[src/rtl/router_pkg.sv]
// Shared types and defaults for the router input-path controller.
package router_pkg;

   localparam int DEFAULT_NUM_PORTS = 3;
   localparam int DEFAULT_ADDR_W    = 2;

   // First address with no FIFO behind it; headers carrying it are dropped.
   localparam logic [DEFAULT_ADDR_W-1:0] ADDR_INVALID = DEFAULT_ADDR_W'(DEFAULT_NUM_PORTS);

   typedef enum logic [2:0] {
      DECODE_ADDRESS     = 3'd0,
      WAIT_TILL_EMPTY    = 3'd1,
      LOAD_FIRST_DATA    = 3'd2,
      LOAD_DATA          = 3'd3,
      FIFO_FULL_STATE    = 3'd4,
      LOAD_AFTER_FULL    = 3'd5,
      LOAD_PARITY        = 3'd6,
      CHECK_PARITY_ERROR = 3'd7
   } router_fsm_state_t;

endpackage

[src/rtl/router_fsm_timer.sv]
// Wait-state watchdog: counts cycles while count_en_i is high, clears otherwise.
// expired_o is combinational, high on the last allowed waiting cycle.
module router_fsm_timer #(
   parameter int TIMEOUT_CYCLES = 1024
) (
   input  logic clk,
   input  logic reset,
   input  logic count_en_i,
   output logic expired_o
);

   localparam int CNT_W = $clog2(TIMEOUT_CYCLES + 1);

   logic [CNT_W-1:0] count_q;
   logic [CNT_W-1:0] count_d;

   always_comb begin
      count_d = '0;
      if (count_en_i) begin
         count_d = count_q + CNT_W'(1);
      end
   end

   always_ff @(posedge clk) begin
      if (reset) begin
         count_q <= '0;
      end else begin
         count_q <= count_d;
      end
   end

   assign expired_o = count_en_i && (count_q == CNT_W'(TIMEOUT_CYCLES - 1));

endmodule

[src/rtl/router_fsm.sv]
// Packet-sequencing FSM: Moore phase strobes one cycle after each state change; waits for FIFO drain/unfull.
// Optional wait-state watchdog compiled in with ROUTER_FSM_TIMEOUT_EN.
module router_fsm
   import router_pkg::*;
#(
   parameter int NUM_PORTS      = DEFAULT_NUM_PORTS,
   parameter int ADDR_W         = DEFAULT_ADDR_W,
   parameter int TIMEOUT_CYCLES = 1024
) (
   input  logic                 clk,
   input  logic                 reset,
   input  logic                 pkt_valid,
   input  logic [ADDR_W-1:0]    data_in,
   input  logic                 fifo_full,
   input  logic [NUM_PORTS-1:0] fifo_empty,
   input  logic [NUM_PORTS-1:0] soft_reset,
   input  logic                 parity_done,
   input  logic                 low_pkt_valid,
   output logic                 detect_add,
   output logic                 lfd_state,
   output logic                 ld_state,
   output logic                 laf_state,
   output logic                 full_state,
   output logic                 rst_int_reg,
   output logic                 write_enb_reg,
   output logic                 busy,
   output logic [ADDR_W-1:0]    dest_addr,
   output logic                 timeout
);

   router_fsm_state_t state_q, state_d;
   logic [ADDR_W-1:0] dest_addr_q, dest_addr_d;
   logic              addr_in_range;
   logic              empty_new;
   logic              empty_sel;
   logic              soft_reset_sel;
   logic              tmo_expired;
   logic              timeout_d;

   // Per-port selects done by compare so any ADDR_W/NUM_PORTS pairing stays in range.
   always_comb begin
      addr_in_range  = 1'b0;
      empty_new      = 1'b0;
      empty_sel      = 1'b0;
      soft_reset_sel = 1'b0;
      for (int i = 0; i < NUM_PORTS; i++) begin
         if (data_in == ADDR_W'(i)) begin
            addr_in_range = 1'b1;
            empty_new     = fifo_empty[i];
         end
         if (dest_addr_q == ADDR_W'(i)) begin
            empty_sel      = fifo_empty[i];
            soft_reset_sel = soft_reset[i];
         end
      end
   end

`ifdef ROUTER_FSM_TIMEOUT_EN
   logic timeout_q;

   router_fsm_timer #(
      .TIMEOUT_CYCLES (TIMEOUT_CYCLES)
   ) u_timer (
      .clk        (clk),
      .reset      (reset),
      .count_en_i ((state_q == WAIT_TILL_EMPTY) || (state_q == FIFO_FULL_STATE)),
      .expired_o  (tmo_expired)
   );

   always_ff @(posedge clk) begin
      if (reset) begin
         timeout_q <= 1'b0;
      end else begin
         timeout_q <= timeout_d;
      end
   end

   assign timeout = timeout_q;
`else
   assign tmo_expired = 1'b0;
   // Constant 0 for every legal configuration; keeps the parameter referenced.
   assign timeout     = (TIMEOUT_CYCLES < 0);
`endif

   always_comb begin
      state_d     = state_q;
      dest_addr_d = dest_addr_q;
      timeout_d   = 1'b0;

      unique case (state_q)
         DECODE_ADDRESS: begin
            if (pkt_valid && addr_in_range) begin
               dest_addr_d = data_in;
               state_d     = empty_new ? LOAD_FIRST_DATA : WAIT_TILL_EMPTY;
            end
         end
         WAIT_TILL_EMPTY: begin
            if (empty_sel) state_d = LOAD_FIRST_DATA;
         end
         LOAD_FIRST_DATA: state_d = LOAD_DATA;
         LOAD_DATA: begin
            if (fifo_full)       state_d = FIFO_FULL_STATE;
            else if (!pkt_valid) state_d = LOAD_PARITY;
         end
         FIFO_FULL_STATE: begin
            if (!fifo_full) state_d = LOAD_AFTER_FULL;
         end
         LOAD_AFTER_FULL: begin
            if (parity_done)        state_d = DECODE_ADDRESS;
            else if (low_pkt_valid) state_d = LOAD_PARITY;
            else                    state_d = LOAD_DATA;
         end
         LOAD_PARITY: state_d = CHECK_PARITY_ERROR;
         CHECK_PARITY_ERROR: begin
            state_d = fifo_full ? FIFO_FULL_STATE : DECODE_ADDRESS;
         end
         default: state_d = DECODE_ADDRESS;
      endcase

      // Abort of the selected FIFO outranks the watchdog, which outranks normal flow.
      if ((state_q != DECODE_ADDRESS) && soft_reset_sel) begin
         state_d = DECODE_ADDRESS;
      end else if (tmo_expired) begin
         state_d   = DECODE_ADDRESS;
         timeout_d = 1'b1;
      end
   end

   always_ff @(posedge clk) begin
      if (reset) begin
         state_q     <= DECODE_ADDRESS;
         dest_addr_q <= '0;
      end else begin
         state_q     <= state_d;
         dest_addr_q <= dest_addr_d;
      end
   end

   assign detect_add    = (state_q == DECODE_ADDRESS);
   assign lfd_state     = (state_q == LOAD_FIRST_DATA);
   assign ld_state      = (state_q == LOAD_DATA);
   assign laf_state     = (state_q == LOAD_AFTER_FULL);
   assign full_state    = (state_q == FIFO_FULL_STATE);
   assign rst_int_reg   = (state_q == CHECK_PARITY_ERROR);
   assign write_enb_reg = (state_q == LOAD_DATA) || (state_q == LOAD_PARITY) ||
                          (state_q == LOAD_AFTER_FULL);
   assign busy          = (state_q != DECODE_ADDRESS) && (state_q != LOAD_DATA);
   assign dest_addr     = dest_addr_q;

endmodule

[config.mk]
export PLATFORM = sky130hd
export DESIGN_NAME = router_fsm
export DESIGN_NICKNAME = d
export VERILOG_FILES = /design/src/rtl/router_pkg.sv /design/src/rtl/router_fsm_timer.sv /design/src/rtl/router_fsm.sv
export SDC_FILE = /design/constraint.sdc
export NUM_CORES = 1
export LEC_CHECK = 0
export ABC_AREA = 1
export BUFFER_PORTS_ARGS = -buffer_cell sky130_fd_sc_hd__buf_4
export CORE_AREA = 2 2 39 41
export CTS_BUF_LIST = sky130_fd_sc_hd__clkbuf_8
export DETAILED_ROUTE_END_ITERATION = 8
export DIE_AREA = 0 0 41 43
export GPL_TIMING_DRIVEN = 0
export PLACE_DENSITY_LB_ADDON = 0.12
export SYNTH_ARGS = -nofsm -noshare
export SYNTH_HDL_FRONTEND = slang
export SYNTH_SLANG_ARGS = --single-unit
[constraint.sdc]
create_clock -name clk -period 2.1 [get_ports clk]
set_clock_uncertainty 0.1 [all_clocks]
set_input_delay 0.315 -clock clk [delete_from_list [all_inputs] [get_ports clk]]
set_output_delay 0.315 -clock clk [all_outputs]
set_load 0.03 [all_outputs]
* Word-level counts from Yosys, hierarchy flattened
Cells that the tools add are included.
Storage, ports and cells: bits in registers 5, bits of input ports 14, output and inout port bits 11, logic and storage cells 52
Operators by class: eq/ne operators 16, multiplexer cells 22, reductions and logical operators 12
Operator list (number):
- 3-bit 2-to-1 mux | 8
- 3-bit one-hot mux with 8 select lines | 1
- 3-bit equality test, second input constant | 4
- 1-bit 2-to-1 mux | 12
- 3-bit by 2-bit equality test with 1-bit output, second input constant | 2
- 2-bit by 1-bit equality test with 1-bit output, second input constant | 2
- 2-bit equality test, second input constant | 2
- 2-bit zero test | 2
- 2-bit inequality test, second input constant | 2
- 4-bit AND reduction | 1
- 3-bit by 1-bit equality test with 1-bit output, second input constant | 1
- 1-bit logical AND | 3
- 3-bit zero test | 1
- 3-bit by 2-bit inequality test with 1-bit output, second input constant | 1
- 3-bit inequality test, second input constant | 1
- 3-bit nonzero test | 1
- 1-bit logical OR | 2
- 2-bit 2-to-1 mux | 1
- 2-bit by 1-bit inequality test with 1-bit output, second input constant | 1
- 2-bit AND reduction | 1
- 2-bit OR reduction | 1

* Depth between registers and ports, before layout
depth in word-level cells 7, depth in mapped cells 9, mapped depth without buffers 8

* Worst setup path before layout
No wires, ideal clock.
path kind register to output, from register state_q[1], to output lfd_state, arrival 1181 ps, required time 1685 ps, path slack 504 ps, cell stages (with the launch flop) 4, path buffers 1, cell sequence dfxtp_1 buf_6 inv_1 nor3_1
On the way: cells in the longest elaborated chain, start to end 1
Ends and longest elaborated chain:
- start: declaration | RTL line router_fsm.sv:31 | router_fsm_state_t state_q, state_d;
- start signal: assignment | RTL line router_fsm.sv:134 | state_q <= state_d;
- 3-bit by 2-bit equality test with 1-bit output | RTL line router_fsm.sv:140 | assign lfd_state = (state_q == LOAD_FIRST_DATA);
- end: declaration | RTL line router_fsm.sv:20 | output logic lfd_state,
Every way passes these cells.

* Worst setup path in the final report
from register state_q[1], to output busy
On the way: cells in the longest elaborated chain, start to end 2, elaborated cells on any way between the ends 3, classes of those cells 1 x eq/ne; 2 x reduce/logical
Ends and longest elaborated chain:
- 3-bit by 2-bit inequality test with 1-bit output / 3-bit nonzero test (equally long branches) | RTL line router_fsm.sv:147 | assign busy = (state_q != DECODE_ADDRESS) && (state_q != LOAD_DATA);
- 1-bit logical AND (*) | RTL line router_fsm.sv:147
- end: declaration | RTL line router_fsm.sv:26 | output logic busy,
Every way passes the cells marked *; elsewhere a longest branch is shown, timed or not.

==> flow_summary.toml <==
[floorplanning]
die_height_um = 43
rows = 14
dieArea_mm2 = 0.00176
core_area_mm2 = 0.00138
start_util = 0.436
io_pins = 25
die_x_um = 41

[worst_setup_path]
timing.rr.end = "state_q[1]"
slowest_stage = "dfxtp_1"
path_buf_inv = 4
rr_startpoint = "state_q[0]"
crit_path_cell_trace = "buf_6 -> nand2_4 -> nor2_8 -> inv_1 -> nand2_1 -> inv_1 -> buf_4"
reg2reg_slack_ps = 840
end_kind = "primary output"
setup.worst_path.start = "state_q[1]"
reg2reg_depth = 9
start_kind = "flop"
worst-setup-path-type = "flop to primary output"
slowest_delay_ps = 310
cpLargestDelayFamily = "buffers and inverters"
path_common_cell = "inv_1"
cp.required_ps = 1680
worstPathArrival_ps = 1220
cp_max_fo = 9

[routing]
top_layer = "met4"
drtIter0Drc = 9
routed-wl-met2_um = 667
wirelength_um = 1260
dr.pass1.iters = 2
via_per_inst = 4.75
vias = 637
wl_per_cell_um = 9.43
drc = 0
wl_met1_um = 519
wl_met3_um = 65
ant_nets = 0

[placed_design]
dp.cells = 130
place_ws_ps = 687
place.detailed.hpwl_um = 1050
port_buffers = 23
gp_congestion = 0.789

[cells_and_area]
post-route-util = 0.608
n_antenna_cell = 0
syn2layout_area_growth_pct = 39.4
fill_cells = 155
drive_above_1_share = 0.424
num-nets-final = 133
final_cells = 134

[clock_tree]
postCtsSetupBuffers = 0
h-tree-depth = 1
postCtsHoldBufs = 0
cts_tree = "built"
cts_made_buffers = 3
clock_sinks = 5
insertion_delay_ps = 220
root_buffer = "clkbuf_8"
clk_pin_slew_worst_paths_ps = 40
ctsResizeCount = 0
clock_path_buffers = 2

[logic_synthesis]
synth-seq-cells = 5
synth_cell_type_count = 25
yosys_warnings = 0
syn_inst = 91
avgSynthCellArea_um2 = 6.63
yosysSeqAreaShare = 0.166
synth_area_leaders = "dfxtp_1 (17%), nand3_1 (14%), nand2_1 (10%)"
synth_area_um2 = 603
yosysTopAreaCellShare = 0.166
yosys.area.top_type = "dfxtp_1"
synth_fp_nets = 105

[hold_path]
hold_class = "primary input to flop"
hp-start = "reset"
whs_endpoint = "dest_addr[0]"
hold_depth = 2

[grt]
grt_max_degree = 10
first_global_vias = 557
grt_first_pass_wirelength_um = 2030
antenna_found_initial = 0
grt_overflow_total = 0
grt_usage = 0.168

[power]
pwr-share-seq = 0.135
combinationalPowerShare = 0.704
power_density_mw_per_mm2 = 1300
p_clk_frac = 0.161
netSwitchingFraction = 0.509
p_switching_uw = 555
p_leak_uw = 0.000428
power.internal_uw = 536
peakVddDrop_mv = 0.797

[sta]
hold_viol = 0
post-route-period-util = 0.778
hold_ws_ps = 181
setup_slack_ps = 467
min_period_ps = 1630
tns_ps = 0
maxSlewViolCount = 0
fmax_mhz = 612
rsz0062_at_grt = "false"
setup_viol = 0

[status]
status = "finished clean"

[run]
maxCapViolCount = 0
state kept, by name, summed over array words and instances, names as in the netlist:
name,cells
dest_addr,2
state_q,3
cell usage after synthesis:
cell type / instances
inv_1: 12
o21ai_0: 2
nand2_4: 2
a21oi_2: 1
nor2_8: 2
and2_1: 1
nor3_2: 1
nor2_4: 2
nor3_1: 1
nor2_1: 7
nand2_2: 2
inv_4: 1
a211oi_1: 2
nand2_1: 16
inv_2: 2
nand3_1: 17
conb_1: 1
nor2_2: 4
nand3_2: 2
buf_4: 1
a21oi_1: 2
o211ai_1: 1
buf_6: 3
nand4_2: 1
dfxtp_1: 5
worst max-delay path by stage:
stage / cells after the start / to / slack, ps
after floorplan: 3 / lfd_state / 500
after global placement: 7 / busy / 700
after detailed placement: 7 / busy / 690
after CTS: 7 / busy / 450
after global routing: 7 / busy / 380
final: 7 / busy / 470
metal layers:
metal,vias up,track usage
li1,342,-
met2,21,0.294
met4,0,0.0800
met1,272,0.177
met3,2,0.0314
met5,-,0
final cells by class:
class / instances / area [um^2] / share of cell area
buffer: 4 / 41.3 / 0.0491
clock buffer: 3 / 41.3 / 0.0491
clock inverter: 1 / 3.75 / 0.00446
inverter: 15 / 58.8 / 0.0699
multi-input combinational: 67 / 403 / 0.479
sequential: 5 / 100 / 0.119
tap: 16 / 20.0 / 0.0238
timing repair buffer: 23 / 173 / 0.205
power by group through the flow:
stage / clock (uW) / sequential (uW) / combinational, uW
after global placement: 0 / 149 / 773
after detailed placement: 0 / 149 / 778
after CTS: 177 / 148 / 780
after global routing: 187 / 150 / 835
final: 176 / 148 / 768
after floorplan: 0 / 165 / 578
metrics by stage:
stage               instance area, um^2  power [uW]
global placement                    796         922
CTS                                 841        1100
global route                        841        1170
floorplan                           603         742
detailed placement                  796         926
finish                              841        1090
cells in the final DEF (no fill, tap or decap), types with 2 or more instances in the layout:
cell and count:
buf_6 3, dfxtp_1 5, buf_4 24, clkbuf_8 3, nand2_1 16, nand3_2 2
nand2_2 2, nor2_1 7, inv_1 13, a211oi_1 2, nand2_4 2, nand3_1 17
nor2_4 2, nor2_8 2, nor2_2 4, inv_2 2, a21oi_1 2, o21ai_0 2
cell families (layout without fill, tap and decap cells):
kind of cell / count (synthesis) / after routing / synth area share
other cells: 1 / 1 / 0.00622
compound gates: 8 / 8 / 0.0851
simple gates: 58 / 58 / 0.577
buf+inv: 19 / 46 / 0.166
flops: 5 / 5 / 0.166
Power figures use the tool's default switching activity.
